==> src/rtl/relu_maxpool2x2_pkg.sv <==
// Shared constants and FSM encoding for the ReLU + 2x2 max-pool + requantize stage.
package relu_maxpool2x2_pkg;

  localparam int DW_DEF    = 20;
  localparam int MAX_W_DEF = 256;
  localparam int SAT_MAX   = 255;

  typedef enum logic [1:0] {
    ST_IDLE  = 2'd0,
    ST_RUN   = 2'd1,
    ST_FLUSH = 2'd2,
    ST_DONE  = 2'd3
  } state_t;

endpackage

==> src/rtl/relu_maxpool2x2_pool_line_buf.sv <==
// Line buffer of even-row pair maxima, one entry per output column.
// Latency: write lands next cycle, read is combinational.
// Backpressure: none; the caller gates the write enable.
module pool_line_buf
  import relu_maxpool2x2_pkg::*;
#(
  parameter int DW    = DW_DEF,
  parameter int DEPTH = MAX_W_DEF / 2,
  parameter int AW    = $clog2(DEPTH)
) (
  input  logic                 clk,
  input  logic                 we,
  input  logic [AW-1:0]        waddr,
  input  logic signed [DW-1:0] wdata,
  input  logic [AW-1:0]        raddr,
  output logic signed [DW-1:0] rdata
);

  logic signed [DW-1:0] mem [DEPTH];

  always_ff @(posedge clk) begin
    if (we) mem[waddr] <= wdata;
  end

  assign rdata = mem[raddr];

endmodule

==> src/rtl/relu_maxpool2x2.sv <==
// 2x2 stride-2 max-pool, ReLU and saturating requantize of a raster conv stream.
// Latency: pooled pixel valid one cycle after the odd-row/odd-column beat.
// Backpressure: s_ready drops while the single output register is stalled.
module relu_maxpool2x2
  import relu_maxpool2x2_pkg::*;
#(
  parameter int DW    = DW_DEF,
  parameter int MAX_W = MAX_W_DEF
) (
  input  logic                 clk,
  input  logic                 rst,
  input  logic                 start,
  output logic                 done,
  input  logic [7:0]           in_width,
  input  logic [7:0]           in_height,
  input  logic [4:0]           shift,
  input  logic                 s_valid,
  output logic                 s_ready,
  input  logic signed [DW-1:0] s_data,
  output logic                 m_valid,
  input  logic                 m_ready,
  output logic [7:0]           m_data
);

  localparam int LB_DEPTH = MAX_W / 2;
  localparam int LB_AW    = $clog2(LB_DEPTH);
  localparam logic signed [DW-1:0] SAT_V = DW'(SAT_MAX);

  state_t               state;
  logic [7:0]           w_q, h_q, col, row;
  logic [4:0]           sh_q;
  logic signed [DW-1:0] pair_reg, lb_rdata, pm, pv;
  logic [LB_AW-1:0]     lb_addr;
  logic                 accept, last_col, last_row, lb_we, out_load;

  function automatic logic [7:0] requant(input logic signed [DW-1:0] v,
                                         input logic [4:0] sh);
    logic signed [DW-1:0] t;
    t = v >>> sh;
    if (v <= 0)          return 8'd0;
    else if (t > SAT_V)  return 8'(SAT_MAX);
    else                 return t[7:0];
  endfunction

  assign s_ready  = (state == ST_RUN) && !(m_valid && !m_ready);
  assign accept   = s_valid && s_ready;
  assign last_col = (col == w_q - 8'd1);
  assign last_row = (row == h_q - 8'd1);
  assign lb_addr  = LB_AW'(col >> 1);
  assign pm       = (s_data > pair_reg) ? s_data : pair_reg;
  assign pv       = (lb_rdata > pm) ? lb_rdata : pm;
  // Even rows park the horizontal max; odd rows combine it with their own.
  assign lb_we    = accept && col[0] && !row[0];
  assign out_load = accept && col[0] && row[0];

  pool_line_buf #(.DW(DW), .DEPTH(LB_DEPTH)) u_line_buf (
    .clk   (clk),
    .we    (lb_we),
    .waddr (lb_addr),
    .wdata (pm),
    .raddr (lb_addr),
    .rdata (lb_rdata)
  );

  always_ff @(posedge clk) begin
    if (rst) begin
      state    <= ST_IDLE;
      w_q      <= '0;
      h_q      <= '0;
      sh_q     <= '0;
      col      <= '0;
      row      <= '0;
      pair_reg <= '0;
      m_valid  <= 1'b0;
      m_data   <= '0;
      done     <= 1'b0;
    end else begin
      done <= 1'b0;
      if (out_load) begin
        m_valid <= 1'b1;
        m_data  <= requant(pv, sh_q);
      end else if (m_ready) begin
        m_valid <= 1'b0;
      end
      if (accept && !col[0]) pair_reg <= s_data;

      case (state)
        ST_IDLE: begin
          if (start) begin
            w_q  <= in_width;
            h_q  <= in_height;
            sh_q <= shift;
            col  <= '0;
            row  <= '0;
            if (in_width == 8'd0 || in_height == 8'd0) begin
              state <= ST_DONE;
              done  <= 1'b1;
            end else begin
              state <= ST_RUN;
            end
          end
        end
        ST_RUN: begin
          if (accept) begin
            if (last_col) begin
              col <= '0;
              row <= row + 8'd1;
              if (last_row) state <= ST_FLUSH;
            end else begin
              col <= col + 8'd1;
            end
          end
        end
        ST_FLUSH: begin
          if (!m_valid || m_ready) begin
            state <= ST_DONE;
            done  <= 1'b1;
          end
        end
        ST_DONE: state <= ST_IDLE;
        default: state <= ST_IDLE;
      endcase
    end
  end

endmodule

==> config.mk <==
export PLATFORM = sky130hd
export DESIGN_NAME = relu_maxpool2x2
export DESIGN_NICKNAME = d
export VERILOG_FILES = /design/src/rtl/relu_maxpool2x2_pkg.sv /design/src/rtl/relu_maxpool2x2_pool_line_buf.sv /design/src/rtl/relu_maxpool2x2.sv
export SDC_FILE = /design/constraint.sdc
export NUM_CORES = 2
export LEC_CHECK = 0
export ABC_AREA = 1
export CAP_MARGIN = 5
export CORE_UTILIZATION = 63
export CTS_CLUSTER_SIZE = 40
export DETAILED_ROUTE_END_ITERATION = 8
export PLACE_DENSITY = 0.79
export SLEW_MARGIN = 25
export SYNTH_ARGS = -nofsm -noshare
export SYNTH_HDL_FRONTEND = slang
export SYNTH_SLANG_ARGS = --single-unit
==> constraint.sdc <==
create_clock -name clk -period 13.9 [get_ports clk]
set_input_delay 2.085 -clock clk [delete_from_list [all_inputs] [get_ports clk]]
set_output_delay 2.085 -clock clk [all_outputs]
set_load 0.005 [all_outputs]
Word-level counts from Yosys, hierarchy flattened
Memories as Yosys holds them, arrays and structs flattened. A register that Yosys moved wholly into a read port is not among the register bits.
Index checks and enable logic that the tools add are counted.
Widths: inputs -> output; s select.
{"block": "totals", "ff_bits": 69, "latch_bits": 0, "ram_bits": 2560, "mem_bits_ro": 0, "output_inout_bits": 11, "word_cells": 81, "n_memories": 1}
{"memory": "u_line_buf.mem", "words": 128, "width": 20, "rd": 1, "rd_clocked_by_memory_dff": 1, "wr": 1, "line": "relu_maxpool2x2_pool_line_buf.sv:19", "rtl": "logic signed [DW-1:0] mem [DEPTH];"}
{"block": "classes", "n_addsub": 4, "n_mul": 0, "div_mod_pow": 0, "order_cmp": 4, "eq_ne": 10, "shift": 1, "mux": 28, "bitwise_logic": 0, "reduce_logical": 23}
{"operator": "$mux 8", "count": 7}
{"operator": "$gt 20x20->1", "count": 2}
{"operator": "$mux 20", "count": 2}
{"operator": "$pmux 8 s2", "count": 2}
{"operator": "$gt 20x9->1 const B", "count": 1}
{"operator": "$le 20x1->1 const B", "count": 1}
{"operator": "$sshr 20x5->20", "count": 1}
{"operator": "$add 8x1->8 const B", "count": 2}
{"operator": "$eq 8x8->1", "count": 2}
{"operator": "$logic_not 8->1", "count": 2}
{"operator": "$sub 8x1->8 const B", "count": 2}
{"operator": "$mux 7", "count": 2}
{"operator": "$mux 2", "count": 6}
{"operator": "$ne 2x2->1 const B", "count": 5}
{"operator": "$pmux 2 s4", "count": 1}
{"operator": "$logic_and 1x1->1", "count": 7}
{"operator": "$mux 1", "count": 7}
{"operator": "$logic_not 1->1", "count": 5}
{"operator": "$reduce_and 5->1", "count": 1}
{"operator": "$eq 2x2->1 const B", "count": 2}
{"operator": "$reduce_and 4->1", "count": 1}
{"operator": "$reduce_bool 2->1", "count": 2}
{"operator": "$reduce_and 3->1", "count": 1}
{"operator": "$eq 2x1->1 const B", "count": 1}
{"operator": "4 further kinds", "count": 5}

Depth between registers and ports, before layout
{"block": "logic_depth", "depth_word": 9, "depth_mapped": 43, "depth_no_buf": 41}

Cells and area by module
Synthesis repeated with hierarchy kept, for this count alone.
{"block": "hier_totals", "cells_unflattened": 9330, "hier_area_um2": 108262.6}
{"module": "pool_line_buf", "n_inst": 1, "cells_each": 8422, "area_each_um2": 102512.1, "seq_area_each_um2": 76873.7}
{"module": "relu_maxpool2x2", "n_inst": 1, "cells_each": 908, "area_each_um2": 5750.5, "seq_area_each_um2": 1381.3}

Least setup slack after synthesis
Ideal clock, no wire load.
{"block": "synth_path", "kind": "input to register", "start": "input port s_data[19]", "end": "register m_data[0]", "setup_ns": 0.139, "t_arrival_ns": 10.831, "t_required_ns": 13.761, "path_slack_ns": 2.930, "path_stages": 37, "path_cell_list": "ha_1 -> nand2_1 -> nor2_1 -> nand2_1 -> nor2_1 -> nand2_1 -> nand3_1 -> nand2_1 -> nand2_2 -> nand2_2 -> buf_2 -> o21ai_0 -> ha_1 -> nor2_1 -> nor2_1 -> o21ai_0 -> nand2_1 -> nand2_1 -> nor2_1 -> nor2_1 -> nor2_1 -> buf_4 -> nand3_1 -> nand3_1 -> nand3_1 -> nand2_1 -> nand2_1 -> nand2_1 -> nand2_1 -> nor2_1 -> nand2_1 -> nand2_1 -> nand2_2 -> nand2_4 -> nand2_1 -> nand2_1 -> a21oi_2"}
{"block": "synth_between", "elab_chain_len": 8}
{"element": "start, declared", "line": "relu_maxpool2x2.sv:19", "rtl": "input logic signed [DW-1:0] s_data,"}
{"element": "$gt 20x20->1 *", "line": "relu_maxpool2x2.sv:50", "rtl": "assign pm = (s_data > pair_reg) ? s_data : pair_reg;"}
{"element": "$mux 20 *", "line": "relu_maxpool2x2.sv:50"}
{"element": "via pm[0]", "line": "relu_maxpool2x2.sv:32", "rtl": "logic signed [DW-1:0] pair_reg, lb_rdata, pm, pv;"}
{"element": "$gt 20x20->1", "line": "relu_maxpool2x2.sv:51", "rtl": "assign pv = (lb_rdata > pm) ? lb_rdata : pm;"}
{"element": "$mux 20 *", "line": "relu_maxpool2x2.sv:51"}
{"element": "$sshr 20x5->20", "line": "relu_maxpool2x2.sv:39", "rtl": "t = v >>> sh;"}
{"element": "$gt 20x9->1", "line": "relu_maxpool2x2.sv:41", "rtl": "else if (t > SAT_V) return 8'(SAT_MAX);"}
{"element": "$mux 8", "line": "relu_maxpool2x2.sv:41"}
{"element": "$mux 8 *", "line": "relu_maxpool2x2.sv:40", "rtl": "if (v <= 0) return 8'd0;"}
{"element": "end signal, assigned", "line": "relu_maxpool2x2.sv:81", "rtl": "m_data <= requant(pv, sh_q);"}
{"element": "end, declared", "line": "relu_maxpool2x2.sv:22", "rtl": "output logic [7:0] m_data"}
Mark *: on every way through the listed nets, which the timed path passes. The rest lies on a longest branch.
A chain may end at the register's enable or synchronous reset.

==> flow_metrics.py <==
metrics = {
    "outcome": {
        "run_status": "completed",
    },
    "power": {
        "power_w": 0.0198,
        "power_density_nw_per_um2": 167,
        "leakagePower_nw": 41.2,
        "irDropWorstVdd_mv": 0.148,
    },
    "sta": {
        "max_slew_margin_pct": 19.6,
        "final-max-slew-violation-count": 0,
        "tightest_slew_ns": 1.21,
        "timing_hold_violations_final": 0,
        "clock.fmax_ghz": 0.124,
        "setup_tns_ns": 0,
        "finalCritPeriodShare_pct": 58.1,
        "clk_skew_ns": 0.0740,
        "report.final.setup_viol": 0,
        "setup_repair_after_global_routing_missed_its_margin": "false",
        "period_minus_slack_ns": 8.08,
    },
    "yosys": {
        "postSynthNetCount": 9201,
        "yosys.area.top_type": "edfxtp_1",
        "synth.yosys.warnings": 0,
        "synthArstFlopShare_pct": 0,
        "yosysUniqueCellTypes": 47,
        "number_of_synthesized_flops_with_an_enable_pin": 2560,
        "synth_largest_type_area_fraction_pct": 70.7,
        "synth-seq-cells": 2636,
        "synthesis.area_um2": 109000,
        "gate_count_after_technology_mapping": 9108,
        "yosys_most_used_dff": "edfxtp_1",
        "ys_top_cells_by_area": "edfxtp_1 (71%), nand3_1 (9.0%), nand2_1 (7.4%), nor2_1 (2.3%), o21ai_0 (2.0%)",
        "synth_sequential_area_ratio_pct": 72.1,
        "post_synth.cell_area_avg_um2": 11.9,
    },
    "die": {
        "core_area_um2": 172000,
        "die_height_um": 417,
        "initial_utilization_pct": 63.4,
        "fp.dieArea_um2": 174000,
        "fp.dieW_um": 417,
        "design.portCount": 57,
        "number_of_core_rows": 152,
    },
    "final_layout": {
        "nets_final": 9138,
        "largest_register_ff_count": 2560,
        "areaGrowthSynthToFinish_pct": 9.60,
        "layout.cells.most_common_list": "edfxtp_1 (2560), nand2_1 (2143), nand3_1 (1943), nor2_1 (557), o21ai_0 (444)",
        "postLayoutCellArea_um2": 119000,
        "fin_util_pct": 69.4,
        "layout.cells.most_common": "edfxtp_1",
        "drive_gt1_share_pct": 8.10,
    },
    "placed_design": {
        "place_congestion": 0.919,
        "numPortBuffers": 56,
        "place_hpwl_mm": 162,
        "place_area_um2": 111000,
    },
    "cts": {
        "root_buffer": "clkbuf_16",
        "setup_fix_buffers_added_after_clock_tree_synthesis": 0,
        "clock_path_buffers": 4,
        "clkTransAtPathRegs_ns": 0.06,
        "insertion_delay_ns": 0.96,
        "cts_hold_buffers": 0,
        "cts_htree_levels": 5,
        "cts-resized-gates": 0,
        "clock_tree_from_tritoncts": "built",
        "cts_buffers": 276,
        "cts_num_sinks": 2636,
    },
    "detailed_routing": {
        "vias_per_cell": 6.56,
        "post-route-drc-count": 0,
        "dr.pass1.iters": 8,
        "routed_wire_length_per_instance_um": 26.2,
        "antenna_violating_nets_post_route": 0,
        "num_vias": 75700,
        "route.final.wire_length_mm": 303,
        "initialDrtViolationCount": 11500,
    },
    "global_routing": {
        "wire_length_of_the_first_global_routing_pass_mm": 447,
        "grt-ovfl-total": 0,
        "number_of_antenna_violations_at_the_first_check_in_global_routing": 6,
        "first_global_vias": 72600,
        "grt_start_max_net_pins": 223,
        "global_route.usage.total_pct": 34.4,
    },
    "min_path": {
        "hold_path_class": "flip-flop to flip-flop",
    },
    "job": {
        "drv.max_cap_violation_count": 0,
    },
    "critical_path": {
        "cp_data_arrival_time_ns": 8.83,
        "critical_path.slowest_cell": "buf_4",
        "critPathMaxFanout": 183,
        "crit_required_ns": 14.65,
        "criticalPathCategory": "flip-flop to flip-flop",
        "cp-end-kind": "flip-flop",
        "critical_path.most_common_cell": "nand2_1",
        "worstSetupStartpointType": "flip-flop",
        "cpPeakStageDelay_ns": 0.89,
    },
}
## path summary, 6_finish.rpt
| path | cells past startpoint | end | slack, ns | from |
|---|---|---|---|---|
| setup / recovery | 29 | m_data[7] | 5.82 | flip-flop |
| hold / removal | 2 | pair_reg[6] | 0.48 | pair_reg[6] |
| setup reg to reg | 29 | m_data[7] | 5.82 | flip-flop |
| hold reg to reg | 2 | pair_reg[6] | 0.48 | pair_reg[6] |
## through the flow
step           hold WS (ns)  setup WS (ns)  std cells
5_1_grt               0.505           5.30      11500
4_1_cts               0.479           5.99      11500
2_1_floorplan         0.448           2.93       9108
3_5_place_dp          0.470           5.44      11100
6_report              0.481           5.82      11500
3_3_place_gp          0.470           5.41      11100
## layer usage
metal | global-route usage (%) | share of wire, % | vias to the layer above
met2 | 53.6 | 47 | 5675
met4 | 18.8 | 5.6 | 6
li1 | - | - | 32600
met3 | 7.08 | 12 | 978
met1 | 45.8 | 36 | 36500
met5 | 0 | 0.011 | -
## logic make-up after synthesis
family / after synthesis / share of synthesized area, %
and+or+nand+nor: 4844 / 19.2
DFF: 2636 / 72.1
AOI/OAI and AO/OA: 849 / 4.26
buffers and inverters: 711 / 3.73
adders and majority gates: 47 / 0.541
xor gates and xnor gates: 21 / 0.169
## layout make-up
cell class                      count  area, µm²
Antenna cell                        2       5.00
Fill cell                       11300      52400
Tap cell                         2310       2890
Clock buffer                      335       7300
Sequential cell                  2636      78400
Timing Repair Buffer              262       2310
Clock inverter                    135       1010
Inverter                          108        450
Multi-Input combinational cell   5761      26700
## cell usage after synthesis, types with 2 or more instances
master and n:
buf_4 110, nor3b_1 9, ha_1 47, nand3_1 1947
a21oi_2 8, o21ai_1 84, nor4_1 8, o21bai_1 2
clkbuf_1 123, nand2_1 2155, inv_2 6, nor2_1 679
nor2_2 3, xnor2_1 11, a22oi_1 6, xor2_1 10
inv_1 97, buf_2 236, o22ai_1 227, a21oi_1 64
buf_6 88, nor3_1 8, nand3_2 10, o211ai_1 4
nand2_2 3, dfxtp_1 76, nand4_1 8, and2_1 7
edfxtp_1 2560, buf_1 44, clkinv_1 5, a211oi_1 4
o21ai_0 445
## critical path, delay by kind of cell, from the launching register on
| family | cells | cell delay [ns] |
|---|---|---|
| AOI/OAI and AO/OA | 2 | 0.39 |
| adders and majority gates | 1 | 0.25 |
| buffers and inverters | 4 | 2.69 |
| DFF | 1 | 0.39 |
| and+or+nand+nor | 22 | 3.79 |
## power by group
part	switching [W]	internal [W]	total, W	leakage, nW
Sequential	0.0000475	0.00954	0.00958	24.0
Combinational	0.00260	0.000706	0.00331	13.1
Clock	0.00294	0.00400	0.00694	4.07
Power figures use the tool's default switching activity.
